<file path="src/rtl/tape_pkg.sv">
// Shared definitions for the Oric .TAP player: frame constants, FSM state type
// and the bit-cell timing helper.
package tape_pkg;

    localparam int unsigned DATA_BITS  = 8;
    localparam logic        PARITY_ODD = 1'b1;
    localparam int unsigned BAUD_X2    = 4800;

    typedef enum logic [3:0] {
        ST_IDLE,
        ST_FETCH,
        ST_WAIT_ACK,
        ST_START,
        ST_DATA,
        ST_PARITY,
        ST_STOP,
        ST_LAST,
        ST_DONE
    } tap_state_t;

    // Short half-cell length in clock cycles; the long low phase is twice this.
    function automatic int unsigned short_cell(input int unsigned clk_hz);
        return clk_hz / BAUD_X2;
    endfunction

endpackage

</file>
<file path="src/rtl/tape_bit_gen.sv">
// One Oric fast-format bit cell: high for T_S, then low for T_S ('1') or T_L ('0').
// bit_done marks the last cycle of a cell so the next cell can start without a gap.
module tape_bit_gen
    import tape_pkg::*;
#(
    parameter int unsigned CLK_HZ = 24000000
) (
    input  logic clk_sys,
    input  logic res_n,
    input  logic abort,
    input  logic bit_go,
    input  logic bit_in,
    output logic tape_out,
    output logic bit_done,
    output logic cell_busy
);

    localparam int unsigned T_S = short_cell(CLK_HZ);
    localparam int unsigned T_L = 2 * T_S;
    localparam int unsigned CW  = $clog2(T_L + 1);

    logic          active;
    logic          high_phase;
    logic          cur_bit;
    logic [CW-1:0] cnt;

    assign bit_done  = active && !high_phase && (cnt == '0);
    assign cell_busy = active;

    always_ff @(posedge clk_sys or negedge res_n) begin
        if (!res_n) begin
            active     <= 1'b0;
            high_phase <= 1'b0;
            cur_bit    <= 1'b0;
            cnt        <= '0;
            tape_out   <= 1'b0;
        end else if (abort) begin
            active     <= 1'b0;
            high_phase <= 1'b0;
            cnt        <= '0;
            tape_out   <= 1'b0;
        end else if (bit_go && (!active || bit_done)) begin
            active     <= 1'b1;
            high_phase <= 1'b1;
            cur_bit    <= bit_in;
            cnt        <= CW'(T_S - 1);
            tape_out   <= 1'b1;
        end else if (active) begin
            if (cnt != '0) begin
                cnt <= cnt - 1'b1;
            end else if (high_phase) begin
                high_phase <= 1'b0;
                tape_out   <= 1'b0;
                cnt        <= cur_bit ? CW'(T_S - 1) : CW'(T_L - 1);
            end else begin
                active <= 1'b0;
            end
        end
    end

endmodule

</file>
<file path="src/rtl/tap_player.sv">
// Oric .TAP cassette transmitter: fetches image bytes, frames them and drives tape_out.
// Optional TAP_REMOTE_EN: the motor relay gates playback at byte boundaries.
module tap_player
    import tape_pkg::*;
#(
    parameter int unsigned CLK_HZ    = 24000000,
    parameter int unsigned ADDR_W    = 17,
    parameter int unsigned STOP_BITS = 4
) (
    input  logic              clk_sys,
    input  logic              res_n,
    input  logic              play,
    input  logic              rewind,
    input  logic [ADDR_W-1:0] img_len,
    input  logic              remote,
    output logic              rd_req,
    output logic [ADDR_W-1:0] rd_addr,
    input  logic              rd_ack,
    input  logic [7:0]        rd_data,
    output logic              tape_out,
    output logic              busy,
    output logic              done
);

    localparam int unsigned SCW = $clog2(STOP_BITS + 1);

    tap_state_t     state;
    logic [7:0]     buf_data;
    logic           buf_valid;
    logic           discard;
    logic [7:0]     cur_byte;
    logic [2:0]     bit_idx;
    logic [SCW-1:0] stop_cnt;
    logic           frame_ok;
    logic           bit_go;
    logic           bit_val;
    logic           bit_done;
    logic           cell_busy;
    logic           gen_free;
    logic           more_bytes;
    logic           prefetch_ok;

`ifdef TAP_REMOTE_EN
    assign frame_ok = play && remote;
`else
    logic remote_unused;
    assign remote_unused = remote;
    assign frame_ok      = play;
`endif

    assign gen_free    = !cell_busy || bit_done;
    assign more_bytes  = buf_valid || (rd_addr < img_len);
    assign prefetch_ok = frame_ok && (rd_addr < img_len) &&
                         (state inside {ST_START, ST_DATA, ST_PARITY, ST_STOP});
    assign busy        = !(state inside {ST_IDLE, ST_DONE});

    // A bit is launched into the generator only when the previous cell is on its
    // last cycle (or idle), which keeps cells back-to-back and makes pausing bit-exact.
    always_comb begin
        bit_go  = 1'b0;
        bit_val = 1'b0;
        if (gen_free && !rewind) begin
            case (state)
                ST_START:  if (buf_valid && frame_ok) bit_go = 1'b1;
                ST_DATA:   begin bit_go = play; bit_val = cur_byte[bit_idx]; end
                ST_PARITY: begin bit_go = play; bit_val = (^cur_byte) ^ PARITY_ODD; end
                ST_STOP:   begin bit_go = play; bit_val = 1'b1; end
                default:   bit_go = 1'b0;
            endcase
        end
    end

    always_ff @(posedge clk_sys or negedge res_n) begin
        if (!res_n) begin
            state     <= ST_IDLE;
            rd_req    <= 1'b0;
            rd_addr   <= '0;
            buf_data  <= '0;
            buf_valid <= 1'b0;
            discard   <= 1'b0;
            cur_byte  <= '0;
            bit_idx   <= '0;
            stop_cnt  <= '0;
            done      <= 1'b0;
        end else if (rewind) begin
            state     <= ST_IDLE;
            rd_addr   <= '0;
            done      <= 1'b0;
            buf_valid <= 1'b0;
            // An outstanding read cannot be withdrawn; its data is dropped on arrival.
            if (rd_req && !rd_ack) begin
                discard <= 1'b1;
            end else begin
                rd_req  <= 1'b0;
                discard <= 1'b0;
            end
        end else begin
            if (rd_req && rd_ack) begin
                rd_req  <= 1'b0;
                discard <= 1'b0;
                if (!discard) begin
                    buf_data  <= rd_data;
                    buf_valid <= 1'b1;
                    rd_addr   <= rd_addr + 1'b1;
                end
            end else if (!rd_req && !buf_valid && prefetch_ok) begin
                rd_req <= 1'b1;
            end

            case (state)
                ST_IDLE: begin
                    if (frame_ok && !rd_req && !done && (rd_addr < img_len))
                        state <= ST_FETCH;
                end
                ST_FETCH: begin
                    rd_req <= 1'b1;
                    state  <= ST_WAIT_ACK;
                end
                ST_WAIT_ACK: begin
                    if (buf_valid) state <= ST_START;
                end
                ST_START: begin
                    if (bit_go) begin
                        cur_byte  <= buf_data;
                        buf_valid <= 1'b0;
                        bit_idx   <= '0;
                        state     <= ST_DATA;
                    end
                end
                ST_DATA: begin
                    if (bit_go) begin
                        bit_idx <= bit_idx + 3'd1;
                        if (bit_idx == 3'(DATA_BITS - 1)) state <= ST_PARITY;
                    end
                end
                ST_PARITY: begin
                    if (bit_go) begin
                        stop_cnt <= '0;
                        state    <= ST_STOP;
                    end
                end
                ST_STOP: begin
                    if (bit_go) begin
                        if (stop_cnt == SCW'(STOP_BITS - 1))
                            state <= more_bytes ? ST_START : ST_LAST;
                        else
                            stop_cnt <= stop_cnt + 1'b1;
                    end
                end
                ST_LAST: begin
                    if (bit_done) begin
                        state <= ST_DONE;
                        done  <= 1'b1;
                    end
                end
                default: ;
            endcase
        end
    end

    tape_bit_gen #(
        .CLK_HZ(CLK_HZ)
    ) u_bit_gen (
        .clk_sys  (clk_sys),
        .res_n    (res_n),
        .abort    (rewind),
        .bit_go   (bit_go),
        .bit_in   (bit_val),
        .tape_out (tape_out),
        .bit_done (bit_done),
        .cell_busy(cell_busy)
    );

endmodule
</file>
<file path="config.mk">
export PLATFORM = sky130hd
export DESIGN_NAME = tap_player
export DESIGN_NICKNAME = d
export VERILOG_FILES = /design/src/rtl/tape_pkg.sv /design/src/rtl/tape_bit_gen.sv /design/src/rtl/tap_player.sv
export SDC_FILE = /design/constraint.sdc
export NUM_CORES = 1
export LEC_CHECK = 0
export BUFFER_PORTS_ARGS = -buffer_cell sky130_fd_sc_hd__buf_2
export CORE_MARGIN = 10
export CORE_UTILIZATION = 55
export DETAILED_ROUTE_END_ITERATION = 6
export GPL_TIMING_DRIVEN = 0
export PLACE_DENSITY_LB_ADDON = 0.15
export SETUP_SLACK_MARGIN = 0.1
export SKIP_LAST_GASP = 1
export SLEW_MARGIN = 20
export SYNTH_ARGS = -nofsm -noshare
export SYNTH_HDL_FRONTEND = slang
export SYNTH_SLANG_ARGS = --single-unit
export TNS_END_PERCENT = 20
</file>
<file path="constraint.sdc">
create_clock -name clk_sys -period 3.08 [get_ports clk_sys]
set_input_delay 0.308 -clock clk_sys [delete_from_list [all_inputs] [get_ports clk_sys]]
set_output_delay 0.308 -clock clk_sys [all_outputs]
set_load 0.05 [all_outputs]
</file>
# After elaboration in Yosys (flattened, before gate mapping)
# Index checks and enable logic that the tools add are counted.
[op_classes]
addsub = 4
order_cmp = 2
eq_ne = 27
n_mux = 64
bitwise_logic = 3
n_reduce_logical = 53
[ops]
columns = ["operator", "n"]
rows = [
  ["two-way mux 14 bit", 6],
  ["two-way mux 17 bit", 3],
  ["two-way mux 4 bit", 10],
  ["two-way mux 1 bit", 34],
  ["one-hot mux 4 bit (8 select lines)", 1],
  ["inequality test 3 x 2 -> 1 bit, second input constant", 9],
  ["adder 17 x 1 -> 17 bit, second input constant", 1],
  ["less-than comparator 17 bit", 1],
  ["== test 4 x 3 -> 1 bit, second input constant", 4],
  ["two-way mux 3 bit", 5],
  ["logical AND 1 bit", 14],
  ["logical NOT 14 bit", 1],
  ["nonzero test 14 bit", 1],
  ["subtractor 14 x 1 -> 14 bit, second input constant", 1],
  ["one-hot mux 3 bit (2 select lines)", 2],
  ["AND reduction 2 bit", 6],
  ["nonzero test 2 bit", 6],
  ["nonzero test 4 bit", 3],
  ["AND reduction 10 bit", 1],
  ["AND reduction 3 bit", 3],
  ["nonzero test 9 bit", 1],
  ["== test 4 x 2 -> 1 bit, second input constant", 2],
  ["logical NOT 1 bit", 8],
  ["inequality test 2 x 1 -> 1 bit, second input constant", 4],
  ["other kinds (19)", 26],
]
[word_totals]
register_bits = 65
inputBits = 31
out_inout_bits = 21
wordCells = 168

# Depth between registers and ports, before layout
[logic_depth]
ltp_word = 9
mapped_depth = 9
mapped_depth_nobuf = 8

# Cells and area by module
# A second synthesis with hierarchy kept.
[unflattened]
cells_unflattened = 418
area_unflattened_um2 = 4120.2
[by_module_without_submodules]
columns = ["module", "instances", "cells_each", "area_per_inst_um2", "seq_area_each_um2"]
rows = [
  ["tap_player", 1, 284, 2916.5, 1176.1],
  ["tape_bit_gen", 1, 134, 1203.7, 450.4],
]

# Least setup slack after synthesis
# OpenSTA, ideal clock, no wires.
[synth_timing]
path_type = "reg-to-reg"
from = "reg rd_addr[14]"
to = "reg state[0]"
t_arrival_ns = 2.243
t_required_ns = 2.979
setup_slack_ns = 0.736
path_stages_with_launch = 7
n_path_buf = 0
cell_sequence = "dfrtp_1 > ha_1 > a21o_1 > a21o_1 > a2111oi_0 > o2111ai_1 > o32ai_1"
[synth_between]
elab_chain_cells = 4
[synth_rtl]
columns = ["item", "line", "text"]
rows = [
  ["start: declaration", "tap_player.sv:17", "output logic [ADDR_W-1:0] rd_addr,"],
  ["start signal: assignment", "tap_player.sv:104", "rd_addr <= rd_addr + 1'b1;"],
  ["less-than comparator 17 bit", "tap_player.sv:112", "if (frame_ok && !rd_req && !done && (rd_addr < img_len))"],
  ["logical AND 1 bit", "tap_player.sv:112", ""],
  ["inequality test 3 x 2 -> 1 bit (no line)", "n/a", ""],
  ["AND reduction 10 bit (no line)", "n/a", ""],
  ["end signal: assignment", "tap_player.sv:145", "state <= more_bytes ? ST_START : ST_LAST;"],
  ["end: declaration", "tap_player.sv:27", "tap_state_t state;"],
]
# Every way passes these cells.
# A chain may end at the register's enable or synchronous reset.

# Worst setup path in the final report
# Same ends and word-level chain as after synthesis.

==> results.py <==
metrics = {
    "timing": {
        "rsz0062_at_grt": "false",
        "hold_viol_final": 0,
        "max_freq_mhz": 401,
        "drv_slew": 0,
        "skew_ns": 0.0105,
        "relSlewSlack_pct": 38.6,
        "period_share_pct": 81.1,
        "max_slew.worst_pin.slew_ns": 0.913,
        "setup_tns_ns": 0,
        "timing.final.crit_period_ns": 2.50,
        "setup_viol_count_final": 0,
    },
    "route": {
        "wl_per_cell_um": 15.5,
        "first_pass_iters": 4,
        "vias_per_cell": 5.58,
        "ant_nets": 0,
        "drc": 0,
        "wl_mm": 8.74,
        "vias": 3155,
        "drt_iter0_drc": 115,
    },
    "yosys": {
        "synth_flop_cell": "dfrtp_1",
        "syn_nets": 455,
        "syn_area_um2": 3880,
        "synth_top_area_share_pct": 41.9,
        "yosys_warnings": 0,
        "synth.distinct_cells": 56,
        "ys_ff_latch": 65,
        "async_flop_share_pct": 100,
        "syn_avg_cell_area_um2": 9.67,
        "synthTopCellsByArea": "dfrtp_1 42%, ha_1 7.4%, nor2_1 5.0%",
        "ys_top_cells_by_count": "65 x dfrtp_1, 52 x nor2_1, 30 x nand2_1",
        "syn_inst": 401,
        "yosys.area.top_type": "dfrtp_1",
        "synth-edff-count": 0,
        "synth.most_common_cell": "dfrtp_1",
        "yosysSeqAreaShare_pct": 41.9,
    },
    "global_route": {
        "busiest_layer": "met2",
        "grt.met3_usage_pct": 3.66,
        "groute.layer.met2.usage_pct": 26.2,
        "grt_max_degree": 45,
        "grt.total_usage_pct": 16.3,
        "grt_pass1_wl_mm": 15.0,
        "grt_pass1_vias": 3179,
        "antenna_found_initial": 0,
        "use_met1_pct": 20.8,
        "grt_overflow": 0,
    },
    "critical_path": {
        "r2r_cells": 6,
        "crit_fanout": 5,
        "criticalPathCategory": "register to register",
        "cp-end-kind": "register",
        "rrSetupSlack_ns": 0.58,
        "r2r_start": "rd_addr[14]",
        "rr_endpoint": "state[0]",
        "start_kind": "register",
        "cp.arrival_ns": 2.74,
        "crit_required_ns": 3.32,
    },
    "power_and_ir_drop": {
        "p_leak_nw": 2.21,
        "powerDensity_nw_per_um2": 545,
        "vdd_drop_max_v": 0.000348,
    },
    "die": {
        "start_util_pct": 56.8,
        "rows": 30,
        "die_area_um2": 10800,
        "core_um2": 6830,
        "die_w_um": 104,
        "io_pins": 52,
        "dieHeight_um": 104,
    },
    "cells_and_area": {
        "nets": 518,
        "area_growth_syn_to_layout_pct": 15.2,
        "drive_above_1_share_pct": 20.9,
        "finish.utilization_pct": 65.4,
        "antenna_cells": 0,
    },
    "hold_path": {
        "whs_path_depth": 2,
        "hold_start": "rd_data[7]",
        "hold_class": "input port to register",
        "min_to": "buf_data[7]",
    },
    "clock_tree": {
        "cts_buffers": 9,
        "cts_root_buffer": "clkbuf_8",
        "post-cts-setup-buffers": 0,
        "cts_tree": "yes",
        "cts_buffer_depth": 2,
        "clkSlewWorstSetupHoldPaths_ns": 0.08,
        "cts_htree_levels": 3,
        "clkLatencyLatePin_ns": 0.35,
        "cts.sink_count": 65,
    },
    "placement": {
        "hpwlAfterDp_mm": 6.58,
        "gp_congestion": 0.886,
        "place.port_buffers": 50,
    },
    "run_status": {
        "status": "finished, final reports clean",
    },
    "job": {
        "cap_viol_max_count": 0,
    },
}
[worst max-delay path: stages (launching register included)]
cell and delay (ns):
dfrtp_1 0.44, ha_1 0.32, a21o_1 0.16, a21o_1 0.17
a2111oi_0 0.67, o2111ai_1 0.30, o32ai_1 0.33
[final cells by class]
cell class	count	area, um^2
repair buffers	52	283
flip-flops and latches	65	1630
clock buffers	11	131
clock inverters	5	56.3
multi-input cells	295	2090
fillers	586	2360
inverters	27	101
well taps	96	120
plain buffers	14	61.3
[metrics by stage]
step / instance area, um^2 / total power, W / hold WS (ns) / instances / setup WS, ns
detailed placement: 4270 / 0.00174 / 0.218 / 548 / 0.558
finish: 4470 / 0.00243 / 0.190 / 565 / 0.583
global route: 4470 / 0.00257 / 0.192 / 565 / 0.292
global placement: 4250 / 0.00172 / 0.468 / 547 / 0.614
floorplan: 3880 / 0.00156 / 0.0124 / 401 / 0.736
CTS: 4470 / 0.00244 / 0.188 / 565 / 0.533
[layout by cell type, fill, tap and decap left out, drive strengths merged, types with 2 or more instances in the layout]
cell,instances
nor2b,4
a221oi,2
nand3,16
nand4,12
nor3,6
mux2i,4
inv,27
nor4,6
nand3b,2
nand2,30
clkinv,3
o31ai,3
xor2,14
o211a,2
nor2,52
a21oi,17
xnor2,16
buf,60
o21ai,18
a22o,5
nand2b,4
mux4,2
a2111oi,2
o22ai,3
a211oi,4
clkbuf,16
ha,23
nor4b,2
and2,5
a21o,3
and3,4
mux2,17
dfrtp,65
nor3b,2
[per-layer routing]
| metal | vias to the layer above | wire (um) |
|---|---|---|
| met2 | 80 | 4100 |
| met1 | 1518 | 4000 |
| li1 | 1541 | - |
| met5 | - | 0 |
| met4 | 0 | 158 |
| met3 | 16 | 487 |
[logic make-up after synthesis]
kind of cell,count (synthesis),synth area share [%]
buffers and inverters,41,4.19
flip-flops,65,41.9
AND/OR/NAND/NOR,147,19.7
adder cells (fa/ha/maj),23,7.42
XOR/XNOR,30,6.77
AO/OA/AOI/OAI,72,12.8
multiplexers,23,7.13
[registers in the layout (all words and copies together) (netlist names)]
signal	flops
buf_valid	1
discard	1
u_bit_gen.cur_bit	1
u_bit_gen.high_phase	1
stop_cnt	3
u_bit_gen.cell_busy	1
bit_idx	3
cur_byte	8
u_bit_gen.tape_out	1
done	1
u_bit_gen.cnt	14
rd_req	1
state	4
buf_data	8
rd_addr	17
[repair_timing]
action,in CTS,in global routing
endpoints found under the hold margin,21,0
endpoints found under the setup margin,0,0
resized for setup,0,0
hold buffers,1,0
[worst max path at each step]
stage                          end         from  cells after the start
after floorplan           state[0]  rd_addr[14]                      6
after global placement    state[0]  rd_addr[14]                      6
after global routing      state[0]  rd_addr[14]                      6
final                     state[0]  rd_addr[14]                      6
after detailed placement  state[0]  rd_addr[14]                      6
after CTS                 state[0]  rd_addr[14]                      6
[report_power, final]
group	internal (W)	switching, W
registers	0.000956	0.0000814
logic	0.000266	0.000420
clock network	0.000373	0.000337
total	0.00160	0.000838
Note: power is estimated with default switching activity, not from simulation.
